## src/rtl/corr_window_reader_pkg.sv

```systemverilog
// Shared types for the correlator window reader: FSM state encoding and
// the packed snapshot width helper.
package corr_window_reader_pkg;

    typedef enum logic [1:0] {
        StIdle  = 2'd0,
        StAlign = 2'd1,
        StRun   = 2'd2
    } state_e;

    // Snapshot word = four counts plus the window sequence number.
    function automatic int unsigned snap_width(input int unsigned time_w,
                                               input int unsigned seq_w);
        return 4 * time_w + seq_w;
    endfunction

endpackage

```

## src/rtl/corr_window_reader_snapshot_buf.sv

```systemverilog
// Valid/ready snapshot buffer with sticky overrun flag.
// Depth is 1 by default, 2 (FIFO) when CORR_SNAPSHOT_SKID_EN is defined.
module corr_window_reader_snapshot_buf #(
    parameter int unsigned Width = 36
) (
    input  logic             clk_i,
    input  logic             rst_ni,
    input  logic             push_i,
    input  logic [Width-1:0] data_i,
    output logic             valid_o,
    input  logic             ready_i,
    output logic [Width-1:0] data_o,
    output logic             overrun_o
);

    logic pop;
    logic drop;
    logic overrun_q;

`ifdef CORR_SNAPSHOT_SKID_EN
    logic [1:0]       cnt_q, cnt_d;
    logic [Width-1:0] e0_q, e0_d, e1_q, e1_d;
    logic             push_ok;

    // Pop first, then push into the first free slot; a full FIFO that is
    // popping in the same cycle still has room for the new entry.
    always_comb begin
        e0_d    = e0_q;
        e1_d    = e1_q;
        cnt_d   = cnt_q;
        pop     = (cnt_q != 2'd0) && ready_i;
        if (pop) begin
            e0_d  = e1_q;
            cnt_d = cnt_q - 2'd1;
        end
        push_ok = push_i && (cnt_d != 2'd2);
        drop    = push_i && !push_ok;
        if (push_ok) begin
            if (cnt_d == 2'd0) begin
                e0_d = data_i;
            end else begin
                e1_d = data_i;
            end
            cnt_d = cnt_d + 2'd1;
        end
    end

    // FIFO storage.
    always_ff @(posedge clk_i or negedge rst_ni) begin
        if (!rst_ni) begin
            cnt_q <= 2'd0;
            e0_q  <= '0;
            e1_q  <= '0;
        end else begin
            cnt_q <= cnt_d;
            e0_q  <= e0_d;
            e1_q  <= e1_d;
        end
    end

    assign valid_o = (cnt_q != 2'd0);
    assign data_o  = e0_q;
`else
    logic             valid_q;
    logic [Width-1:0] data_q;
    logic             load;

    // A held snapshot is replaced only when it leaves in the same cycle.
    always_comb begin
        pop  = valid_q && ready_i;
        load = push_i && (!valid_q || ready_i);
        drop = push_i && !load;
    end

    // Single snapshot register.
    always_ff @(posedge clk_i or negedge rst_ni) begin
        if (!rst_ni) begin
            valid_q <= 1'b0;
            data_q  <= '0;
        end else if (load) begin
            valid_q <= 1'b1;
            data_q  <= data_i;
        end else if (pop) begin
            valid_q <= 1'b0;
        end
    end

    assign valid_o = valid_q;
    assign data_o  = data_q;
`endif

    // Sticky overrun: a drop wins over a clearing transfer.
    always_ff @(posedge clk_i or negedge rst_ni) begin
        if (!rst_ni) begin
            overrun_q <= 1'b0;
        end else if (drop) begin
            overrun_q <= 1'b1;
        end else if (pop) begin
            overrun_q <= 1'b0;
        end
    end

    assign overrun_o = overrun_q;

endmodule

```

## src/rtl/corr_window_reader.sv

```systemverilog
// Correlator window reader: times rectangular windows for the counter block,
// pulses its zero input at each window boundary and streams the four counts
// of every completed window as a snapshot. Optional 2-entry snapshot FIFO via
// CORR_SNAPSHOT_SKID_EN.
module corr_window_reader
    import corr_window_reader_pkg::*;
#(
    parameter int unsigned TIME_W = 8,
    parameter int unsigned SEQ_W  = 4
) (
    input  logic              i_clk,
    input  logic              i_rst_n,
    input  logic              i_cg,
    input  logic [TIME_W-1:0] i_winLen,
    output logic              o_zeroCounts,
    input  logic [TIME_W-1:0] i_countX,
    input  logic [TIME_W-1:0] i_countY,
    input  logic [TIME_W-1:0] i_countIsect,
    input  logic [TIME_W-1:0] i_countSymdiff,
    output logic              o_valid,
    input  logic              i_ready,
    output logic [TIME_W-1:0] o_snapX,
    output logic [TIME_W-1:0] o_snapY,
    output logic [TIME_W-1:0] o_snapIsect,
    output logic [TIME_W-1:0] o_snapSymdiff,
    output logic [SEQ_W-1:0]  o_snapSeq,
    output logic              o_overrun
);

    localparam int unsigned SnapW = snap_width(TIME_W, SEQ_W);

    state_e            state_q;
    logic              zero_q;
    logic [TIME_W-1:0] len_q;
    logic [TIME_W-1:0] wc_q;
    logic [TIME_W-1:0] wc_inc;
    logic [SEQ_W-1:0]  seq_q;
    logic              capture;
    logic [SnapW-1:0]  cap_data;
    logic [SnapW-1:0]  snap_data;

    assign wc_inc   = wc_q + 1'b1;
    // The end cycle is the zero pulse seen while running; counts are complete.
    assign capture  = (state_q == StRun) && zero_q;
    assign cap_data = {i_countX, i_countY, i_countIsect, i_countSymdiff, seq_q};

    // Window FSM with registered zero pulse, window counter and sequence.
    always_ff @(posedge i_clk or negedge i_rst_n) begin
        if (!i_rst_n) begin
            state_q <= StIdle;
            zero_q  <= 1'b0;
            len_q   <= '0;
            wc_q    <= '0;
            seq_q   <= '0;
        end else begin
            unique case (state_q)
                StIdle: begin
                    zero_q <= 1'b0;
                    if (i_winLen != '0) begin
                        state_q <= StAlign;
                        zero_q  <= 1'b1;
                    end
                end
                StAlign: begin
                    zero_q <= 1'b0;
                    len_q  <= i_winLen;
                    wc_q   <= '0;
                    // A length withdrawn during alignment never starts a window.
                    state_q <= (i_winLen != '0) ? StRun : StIdle;
                end
                StRun: begin
                    if (zero_q) begin
                        zero_q <= 1'b0;
                        seq_q  <= seq_q + 1'b1;
                        len_q  <= i_winLen;
                        wc_q   <= '0;
                        if (i_winLen == '0) begin
                            state_q <= StIdle;
                        end
                    end else if (i_cg) begin
                        wc_q <= wc_inc;
                        if (wc_inc == len_q) begin
                            zero_q <= 1'b1;
                        end
                    end
                end
                default: begin
                    state_q <= StIdle;
                    zero_q  <= 1'b0;
                end
            endcase
        end
    end

    corr_window_reader_snapshot_buf #(
        .Width (SnapW)
    ) u_snap_buf (
        .clk_i     (i_clk),
        .rst_ni    (i_rst_n),
        .push_i    (capture),
        .data_i    (cap_data),
        .valid_o   (o_valid),
        .ready_i   (i_ready),
        .data_o    (snap_data),
        .overrun_o (o_overrun)
    );

    assign o_zeroCounts = zero_q;
    assign {o_snapX, o_snapY, o_snapIsect, o_snapSymdiff, o_snapSeq} = snap_data;

endmodule

```

## config.mk

```make
export PLATFORM = sky130hd
export DESIGN_NAME = corr_window_reader
export DESIGN_NICKNAME = d
export VERILOG_FILES = /design/src/rtl/corr_window_reader_pkg.sv /design/src/rtl/corr_window_reader_snapshot_buf.sv /design/src/rtl/corr_window_reader.sv
export SDC_FILE = /design/constraint.sdc
export NUM_CORES = 1
export LEC_CHECK = 0
export CAP_MARGIN = 20
export CORE_ASPECT_RATIO = 0.9
export CORE_MARGIN = 3
export CORE_UTILIZATION = 47
export DETAILED_ROUTE_END_ITERATION = 6
export PLACE_DENSITY = 0.8
export SETUP_SLACK_MARGIN = 0.4
export SLEW_MARGIN = 10
export SYNTH_ARGS = -nofsm -noshare
export SYNTH_HDL_FRONTEND = slang
export SYNTH_SLANG_ARGS = --single-unit
export TNS_END_PERCENT = 10
```

## constraint.sdc

```tcl
create_clock -name i_clk -period 2.4 [get_ports i_clk]
set_input_delay 0.48 -clock i_clk [delete_from_list [all_inputs] [get_ports i_clk]]
set_output_delay 0.48 -clock i_clk [all_outputs]
set_load 0.02 [all_outputs]
```

# Word-level counts from Yosys, hierarchy flattened
# Cells that the tools add are included.
# word_totals
out_inout_bits	39
regBits	61
inputBits	44
wordCells	52
# op_classes
reduce_logical	17
n_eq_ne	7
n_mux	18
addsub	2
# op_table
op	count
8-bit one-hot mux with 2 select lines	2
8-bit 2-to-1 mux	3
8-bit by 1-bit adder with 8-bit output, second input constant	1
8-bit equality test	1
8-bit logical NOT	1
2-bit 2-to-1 mux	4
8-bit nonzero test	1
1-bit 2-to-1 mux	7
2-bit one-hot mux with 3 select lines	1
2-bit AND reduction	3
2-bit nonzero test	3
4-bit by 1-bit adder with 4-bit output, second input constant	1
1-bit logical AND	4
2-bit inequality test, second input constant	2
3-bit inequality test, second input constant	1
3-bit AND reduction	1
2-bit by 1-bit equality test with 1-bit output, second input constant	1
2-bit equality test, second input constant	1
1-bit logical NOT	2
2-bit logical NOT	1
2-bit by 1-bit inequality test with 1-bit output, second input constant	1
1-bit one-hot mux with 2 select lines	1
1-bit logical OR	1

# Longest topological paths before layout
# Gate-level depths: netlist of the first run.
# logic_depth
word_depth	6
mapped_depth	7
mapped_depth_nobuf	6

# Modules after synthesis
# Synthesis of the first run repeated with hierarchy kept, for this count alone.
# unflattened
hier_cells	220
hier_area_um2	2947.8
# by_module_without_submodules
mod	area_per_inst_um2	seq_area_each_um2	cells_each	n_inst
corr_window_reader_snapshot_buf	1571.5	950.9	82	1
corr_window_reader	1376.3	575.6	138	1

# Worst setup path after synthesis of the first run
# No wires, ideal clock.
# synth_timing
kind	reg2reg
start	reg wc_q[0]
end	reg zero_q, in the netlist o_zeroCounts
setup_slack_ns	0.665
n_path_buf	1
path_stages_with_launch	8
setup_time_ns	0.075
required_time_ns	2.325
t_arrival_ns	1.659
period_less_slack_ns	1.735
cell_sequence	dfrtp_1 -> ha_1 -> and3_1 -> buf_4 -> a31o_1 -> o211ai_1 -> a2111o_1 -> o21bai_2
# synth_via
elab_chain_len	6
# synth_rtl
element	line_no	source
start: declaration	corr_window_reader.sv:35	logic [TIME_W-1:0] wc_q;
start signal: assignment	corr_window_reader.sv:81	wc_q <= wc_inc;
8-bit by 1-bit adder with 8-bit output	corr_window_reader.sv:42	assign wc_inc = wc_q + 1'b1;
8-bit equality test	corr_window_reader.sv:82	if (wc_inc == len_q) begin
1-bit 2-to-1 mux	corr_window_reader.sv:82	
1-bit 2-to-1 mux	corr_window_reader.sv:80	end else if (i_cg) begin
1-bit 2-to-1 mux	corr_window_reader.sv:72	if (zero_q) begin
1-bit one-hot mux with 2 select lines	corr_window_reader.sv:56	unique case (state_q)
end signal: assignment	corr_window_reader.sv:58	zero_q <= 1'b0;
end signal: assignment	corr_window_reader.sv:73	zero_q <= 1'b0;
end signal: assignment	corr_window_reader.sv:83	zero_q <= 1'b1;
end: declaration	corr_window_reader.sv:33	logic zero_q;
# No other way between the ends.
# A chain may end at the register's enable or synchronous reset.

# Final worst setup path of the first run
# Ends and elaborated chain as after synthesis.

==> summary.txt, run 1 <==
Layout
  • Area grow syn2layout: 38.74%
  • Count of nets after finishing: 355
  • Post-layout util: 70.24%
  • Final cell area excluding filler cells: 3845 um^2
  • Diode count: 0
  • Layout cell share with drive strength beyond 1: 9.554%
  • Non-filler cells in the finished layout: 381

Drt
  • Routed WL: 6080 um
  • Drt wl/cell: 15.96 um
  • Total DRC errors in the routed layout: 0
  • Mean number of vias per cell: 5.493
  • Number of DRC markers in iteration 0: 130
  • 1st-pass router iterations: 4
  • DRT antenna net count: 0
  • Via Count: 2093

Yosys
  • Async SR Flop Fraction: 100.0%
  • Number of unique standard cell types used by synthesis: 39
  • Top cells by count, synth: sky130_fd_sc_hd__dfrtp_1 (61), sky130_fd_sc_hd__mux2_1 (44), sky130_fd_sc_hd__a21oi_1 (12)
  • Post-synthesis register bit count: 61
  • Share of the yosys chip area belonging to registers: 55.08%
  • Top cells by area, synth: sky130_fd_sc_hd__dfrtp_1 (55%), sky130_fd_sc_hd__mux2_1 (18%), sky130_fd_sc_hd__xnor2_1 (2.5%), sky130_fd_sc_hd__a21oi_1 (2.2%), sky130_fd_sc_hd__o211ai_1 (1.9%)
  • Synthesized netlist net count: 269
  • Post-Syn Instances: 223
  • Most used flip-flop cell after synthesis: sky130_fd_sc_hd__dfrtp_1
  • Share of Yosys cell area claimed by the top area cell type: 55.08%
  • Avg Inst Size Synth: 12.43 um^2
  • Most numerous cell in the Yosys netlist: sky130_fd_sc_hd__dfrtp_1
  • Post-synthesis instance area: 2771 um^2
  • Cell accounting for the most synthesized area: sky130_fd_sc_hd__dfrtp_1
  • Number of synthesized flops with an enable pin: 0
  • Number of warnings printed during yosys synthesis: 0

Timing
  • Final Hold Vio Count: 0
  • Worst clock skew: 0.006419 ns
  • Worst Hold Margin: 0.1605 ns
  • Final WS setup: 0.4643 ns
  • Setup repair after global routing missed its margin: yes
  • Final max-slew violation count: 0
  • Slew of the pin with the lowest slew margin: 0.6131 ns
  • Portion of the clock cycle consumed by the worst path in the final layout: 80.66%
  • Tightest slew margin relative to the limit: 59.13%
  • Final setup violation count: 0
  • Setup Total Neg Slack: 0 ns
  • Final critical-path required period: 1.936 ns
  • Peak Freq: 516.6 MHz

Worst setup path
  • Path type of the worst setup path: flip-flop to flip-flop
  • Endpoint class of the critical path: flip-flop
  • Critical path peak fanout: 7
  • Stage delay of the slowest cell on the critical path: 0.47 ns
  • Top delay family on crit path: compound AO/OA/AOI/OAI gates
  • Worst EP arrival: 2.18 ns
  • Total buffers and inverters traversed by the critical path: 0
  • Critical Path Start Type: flip-flop
  • Critical-path cell list: ha_2 -> and3_1 -> a31o_1 -> o211ai_1 -> a2111o_1 -> o21bai_2
  • Crit path max-delay cell type: sky130_fd_sc_hd__dfrtp_1
  • Data required time at the worst endpoint: 2.65 ns

Global routing
  • Largest net degree at the start of global routing: 36
  • Antenna violations before repair: 0
  • GRT Resource Usage Total: 19.84%
  • Via count of the first global-routing pass: 2253
  • Residual overflow from global routing: 0
  • Wire length of the first global-routing pass: 10630 um

Power
  • Power density of the placed cells: 1283 nW/um^2
  • Pwr Total: 4.934 mW
  • Net switching power of the design: 1.793 mW
  • Cell internal pwr: 3.141 mW
  • Part of the total power dissipated in combinational logic: 45.4%
  • Worst supply voltage drop on vdd: 0.0008515 V
  • Sw Share: 36.35%
  • Clock share of power: 17.9%
  • Leakage power figure: 1.594 nW
  • Fraction of power consumed by sequential logic: 36.7%

CTS
  • CTS tree: done
  • Count of buffers added by post-CTS timing repair for setup: 0
  • Clock Sink Count: 61
  • Clock slew at reported path FFs: 0.07 ns
  • Clock Path Buffers: 2
  • Total clock buffers created by CTS: 9
  • Post-cts hold buffer count: 0
  • Cell chosen for the clock root: sky130_fd_sc_hd__clkbuf_8
  • Resize count post-CTS: 1
  • Number of H-tree levels: 3
  • Skew-Pair Late Insertion Delay: 0.33 ns

Place
  • Weighted congestion reported at the end of routability-driven placement: 0.8566
  • Placed cell count: 365
  • Dpl ws: 0.3625 ns
  • Half-perimeter wire length after placement: 4501 um
  • Total placed instance area: 3646 um^2
  • Port buffer count: 82

Floorplan
  • Top-Level Pins: 83
  • Width of the die: 86.95 um
  • Y dimension of the die: 78.85 um
  • Placeable Area: 5474 um^2
  • Std cell rows: 25
  • Effective utilization at floorplan: 50.63%
  • Overall die area: 6856 um^2

Job
  • Maximum Capacitance Violations: 0

Run status
  • Status: completed

Hold path
  • Tightest Hold Check Type: primary input to async pin
## final cells by class
cell class                 count  area, um^2
clock buffer                  12       145.1
clock inverter                 4       47.55
fill                         385        1629
inverter                       7       26.28
multi-input combinational    141        1131
sequential                    61        1528
tap                           67       83.83
timing repair buffer          89       883.3
## state kept, by name (all words and copies together), names as in the netlist
name                  cells
wc_q                      8
u_snap_buf.data_o        36
o_zeroCounts              1
u_snap_buf.overrun_o      1
state_q                   2
len_q                     8
u_snap_buf.valid_o        1
seq_q                     4
## layer usage
| layer | share of wire [%] | global-route usage [%] | wire length (um) | vias to the layer above |
|---|---|---|---|---|
| met5 | 0 | 0 | 0 | - |
| met2 | 47 | 29.82 | 2882 | 82 |
| met1 | 42 | 25.24 | 2531 | 1025 |
| met3 | 9.9 | 9.232 | 600 | 7 |
| met4 | 1.1 | 6.542 | 66 | 0 |
| li1 | - | - | - | 979 |
## final timing paths
check | from | endpoint | slack (ns) | cells after the start
worst max-delay path | wc_q[0] | o_zeroCounts | 0.46 | 6
worst min-delay path | i_rst_n | u_snap_buf.data_o[8] | 0.16 | 1
worst max register to register | wc_q[0] | o_zeroCounts | 0.46 | 6
worst min register to register | seq_q[3] | seq_q[3] | 0.47 | 1
max in group asynchronous | i_rst_n | len_q[4] | 1.63 | 2
min in group i_clk | seq_q[3] | seq_q[3] | 0.47 | 1
## cell families (layout without fill, tap and decap cells)
logic type / Yosys count / in the layout / synth area share [%]
compound gates: 44 / 44 / 10.70
xor+xnor: 12 / 12 / 3.792
fa+ha+maj: 2 / 2 / 0.9028
buf+inv: 21 / 112 / 4.199
flops: 61 / 61 / 55.08
mux: 44 / 44 / 17.88
simple gates: 39 / 39 / 7.449
## cells in the final DEF, fill, tap and decap left out, drive strengths merged, types with 3 or more instances in the layout
cell type	netlist	routed
o211ai	7	7
a21oi	13	13
dfrtp	61	61
inv	7	7
nand2	8	8
xnor2	8	8
nor2	5	5
buf	8	8
mux2	44	44
xor2	4	4
and3	3	3
nand3	7	7
o21ai	11	11
clkbuf	6	12
nor3	6	6
clkdlybuf4s50	0	80
## power groups by stage
| stage | sequential [mW] | clock [mW] | combinational, mW |
|---|---|---|---|
| 2_1_floorplan | 2.16 | 0 | 0.916 |
| 3_3_place_gp | 1.80 | 0 | 2.22 |
| 3_5_place_dp | 1.83 | 0 | 2.26 |
| 4_1_cts | 1.82 | 0.916 | 2.27 |
| 5_1_grt | 1.89 | 0.954 | 2.43 |
| 6_report | 1.81 | 0.882 | 2.24 |
(Power assumes the default switching activity.)
==> inputs of run 2 (changes only) <==
CORE_UTILIZATION = 42   (was 47)
PLACE_DENSITY = 0.75   (was 0.8)
clock period = 1.7 ns   (was 2.4 ns; I/O delays follow)
==> run 2 against run 1 <==
Count of clock-buffer cells in the layout down 2. Sequential share of layout area down 1.8 points. Flip-flop and latch count unchanged. Total power up 44%. Critical endpoint unchanged. Global-route usage down 2.5 points. The flow now finishes with violations (hold timing). Non-clock buffer count up 16. Utilization down 5.7 points. Cell count up 9.4%. Clock skew up 0.0013 ns. Combinational power up 35%.
==> summary.txt, run 2 (synthesis gave the netlist of run 1 again) <==
Layout
  • Leading cell types in the layout, fill and taps excluded: sky130_fd_sc_hd__dfrtp_1 (58), sky130_fd_sc_hd__clkdlybuf4s50_1 (42), sky130_fd_sc_hd__mux2_1 (40), sky130_fd_sc_hd__dlygate4sd2_1 (31), sky130_fd_sc_hd__buf_4 (21)
  • Final cell area excluding filler cells: 4033 um^2
  • Diode count: 0
  • Non-filler cells in the finished layout: 417
  • Flip-flop count of the largest register after layout: 36
  • Most common cell after layout, fill and taps aside: sky130_fd_sc_hd__dfrtp_1
  • Count of nets after finishing: 371
  • Layout cell share with drive strength beyond 1: 19.70%
  • Area grow syn2layout: 45.51%
  • Post-layout util: 64.52%

Timing
  • Tightest slew margin relative to the limit: 70.60%
  • Final Hold Vio Count: 2
  • Peak Freq: 640.4 MHz
  • Final setup violation count: 0
  • Final max-slew violation count: 0
  • Portion of the clock cycle consumed by the worst path in the final layout: 91.86%
  • Final critical-path required period: 1.562 ns
  • Worst clock skew: 0.007704 ns
  • Setup Total Neg Slack: 0 ns
  • Setup repair after global routing missed its margin: yes
  • Worst Hold Margin: -0.003882 ns
  • Slew of the pin with the lowest slew margin: 0.4410 ns

Worst setup path
  • Data required time at the worst endpoint: 1.96 ns
  • Worst R2R Start: wc_q[0]
  • End of the worst register-to-register path: o_zeroCounts
  • Critical path peak fanout: 6
  • Endpoint class of the critical path: flip-flop
  • Critical Path Start Type: flip-flop
  • Worst reg-to-reg setup slack: 0.14 ns
  • Depth of the worst register-to-register path: 6
  • Worst EP arrival: 1.82 ns
  • Path type of the worst setup path: flip-flop to flip-flop

Place
  • Total placed instance area: 3820 um^2
  • Placed cell count: 398
  • Port buffer count: 82
  • Weighted congestion reported at the end of routability-driven placement: 0.8519
  • Half-perimeter wire length after placement: 4573 um

Floorplan
  • Placeable Area: 6250 um^2
  • Y dimension of the die: 83.07 um
  • Width of the die: 91.63 um
  • Effective utilization at floorplan: 44.34%
  • Overall die area: 7611 um^2
  • Std cell rows: 27
  • Top-Level Pins: 83

CTS
  • Number of H-tree levels: 3
  • Total clock buffers created by CTS: 9
  • Clock slew at reported path FFs: 0.07 ns
  • Cell chosen for the clock root: sky130_fd_sc_hd__clkbuf_8
  • CTS tree: done
  • Skew-Pair Late Insertion Delay: 0.33 ns
  • Clock Sink Count: 61
  • Clock Path Buffers: 2

Drt
  • DRT antenna net count: 0
  • Via Count: 2139
  • Routed WL: 6279 um
  • 1st-pass router iterations: 4
  • Drt wl/cell: 15.06 um
  • Mean number of vias per cell: 5.129
  • Number of DRC markers in iteration 0: 124
  • Total DRC errors in the routed layout: 0

Job
  • Maximum Capacitance Violations: 0

Global routing
  • Antenna violations before repair: 0
  • GRT Resource Usage Total: 17.36%
  • Via count of the first global-routing pass: 2104
  • Residual overflow from global routing: 0
  • Largest net degree at the start of global routing: 62
  • Wire length of the first global-routing pass: 10550 um

Power
  • Power density of the placed cells: 1765 nW/um^2
  • Leakage power figure: 1.751 nW
  • Worst supply voltage drop on vdd: 0.0008489 V

Run status
  • Failing checks: hold timing
  • Status: finished, violations left

Hold path
  • Tightest Hold Check Type: primary input to async pin
## run 2: changes by cell type in the layout (fill, tap and decap cells not counted), moves of 2 or more
cell | before | now
sky130_fd_sc_hd__buf_2 | 1 | 8
sky130_fd_sc_hd__mux2_1 | 44 | 40
sky130_fd_sc_hd__buf_4 | 6 | 21
sky130_fd_sc_hd__dfrtp_1 | 60 | 58
sky130_fd_sc_hd__dlygate4sd2_1 | 0 | 31
sky130_fd_sc_hd__mux2_4 | 0 | 4
sky130_fd_sc_hd__clkdlybuf4s50_1 | 80 | 42
sky130_fd_sc_hd__bufinv_16 | 1 | 3
sky130_fd_sc_hd__dfrtp_2 | 1 | 3
## run 2: report_power, final
part / switching (mW) / internal [mW] / total (mW)
Combinational: 1.62 / 1.42 / 3.03
Clock: 0.570 / 0.974 / 1.54
Sequential: 0.427 / 2.11 / 2.54
## run 2: per-stage QoR
stage               total power [mW]  worst slack (ns)
finish                         7.119            0.1384
global route                   7.558           0.03967
CTS                            7.168            0.1222
detailed placement             5.939           -0.1909
global placement               5.817           -0.1552
floorplan                      4.463            0.1130
## run 2: what timing repair did
item | in CTS | in global routing
endpoints found under the setup margin | 93 | 88
gates resized for setup | 69 | 2
hold buffers | 0 | 0
setup buffers | 1 | 2
pin swaps | 2 | 0
gates cloned | 0 | 0
## run 2: metal layers
layer	share of wire [%]	global-route usage, %	routed length (um)	vias to the layer above
li1	-	-	-	1019
met1	46	24.13	2861	1017
met2	43	25.48	2689	98
met3	11	7.428	671	5
met4	0.91	3.288	57	0
met5	0	0	0	-
## run 2: worst max-delay path, cell delays in order, from the launching register on
cell	delay [ns]
sky130_fd_sc_hd__dfrtp_2	0.44
sky130_fd_sc_hd__ha_4	0.15
sky130_fd_sc_hd__and3_4	0.17
sky130_fd_sc_hd__a31o_1	0.14
sky130_fd_sc_hd__o211ai_1	0.09
sky130_fd_sc_hd__a2111o_1	0.39
sky130_fd_sc_hd__o21bai_2	0.11
## run 2: final cells by class
class / instances / area (um^2)
Multi-Input combinational cell: 141 / 1185
Timing Repair Buffer: 105 / 940.9
Fill cell: 486 / 2217
Clock buffer: 10 / 127.6
Inverter: 7 / 28.78
Clock inverter: 6 / 111.4
Tap cell: 87 / 108.9
Sequential cell: 61 / 1530
## run 2: worst max path at each step
stage / slack, ns / startpoint / endpoint / depth (start not counted)
2_1_floorplan: 0.11 / wc_q[1] / o_zeroCounts / 7
3_3_place_gp: -0.16 / i_winLen[1] / o_zeroCounts / 5
3_5_place_dp: -0.19 / i_winLen[1] / o_zeroCounts / 5
4_1_cts: 0.12 / wc_q[0] / o_zeroCounts / 6
5_1_grt: 0.04 / wc_q[0] / o_zeroCounts / 6
6_report: 0.14 / wc_q[0] / o_zeroCounts / 6
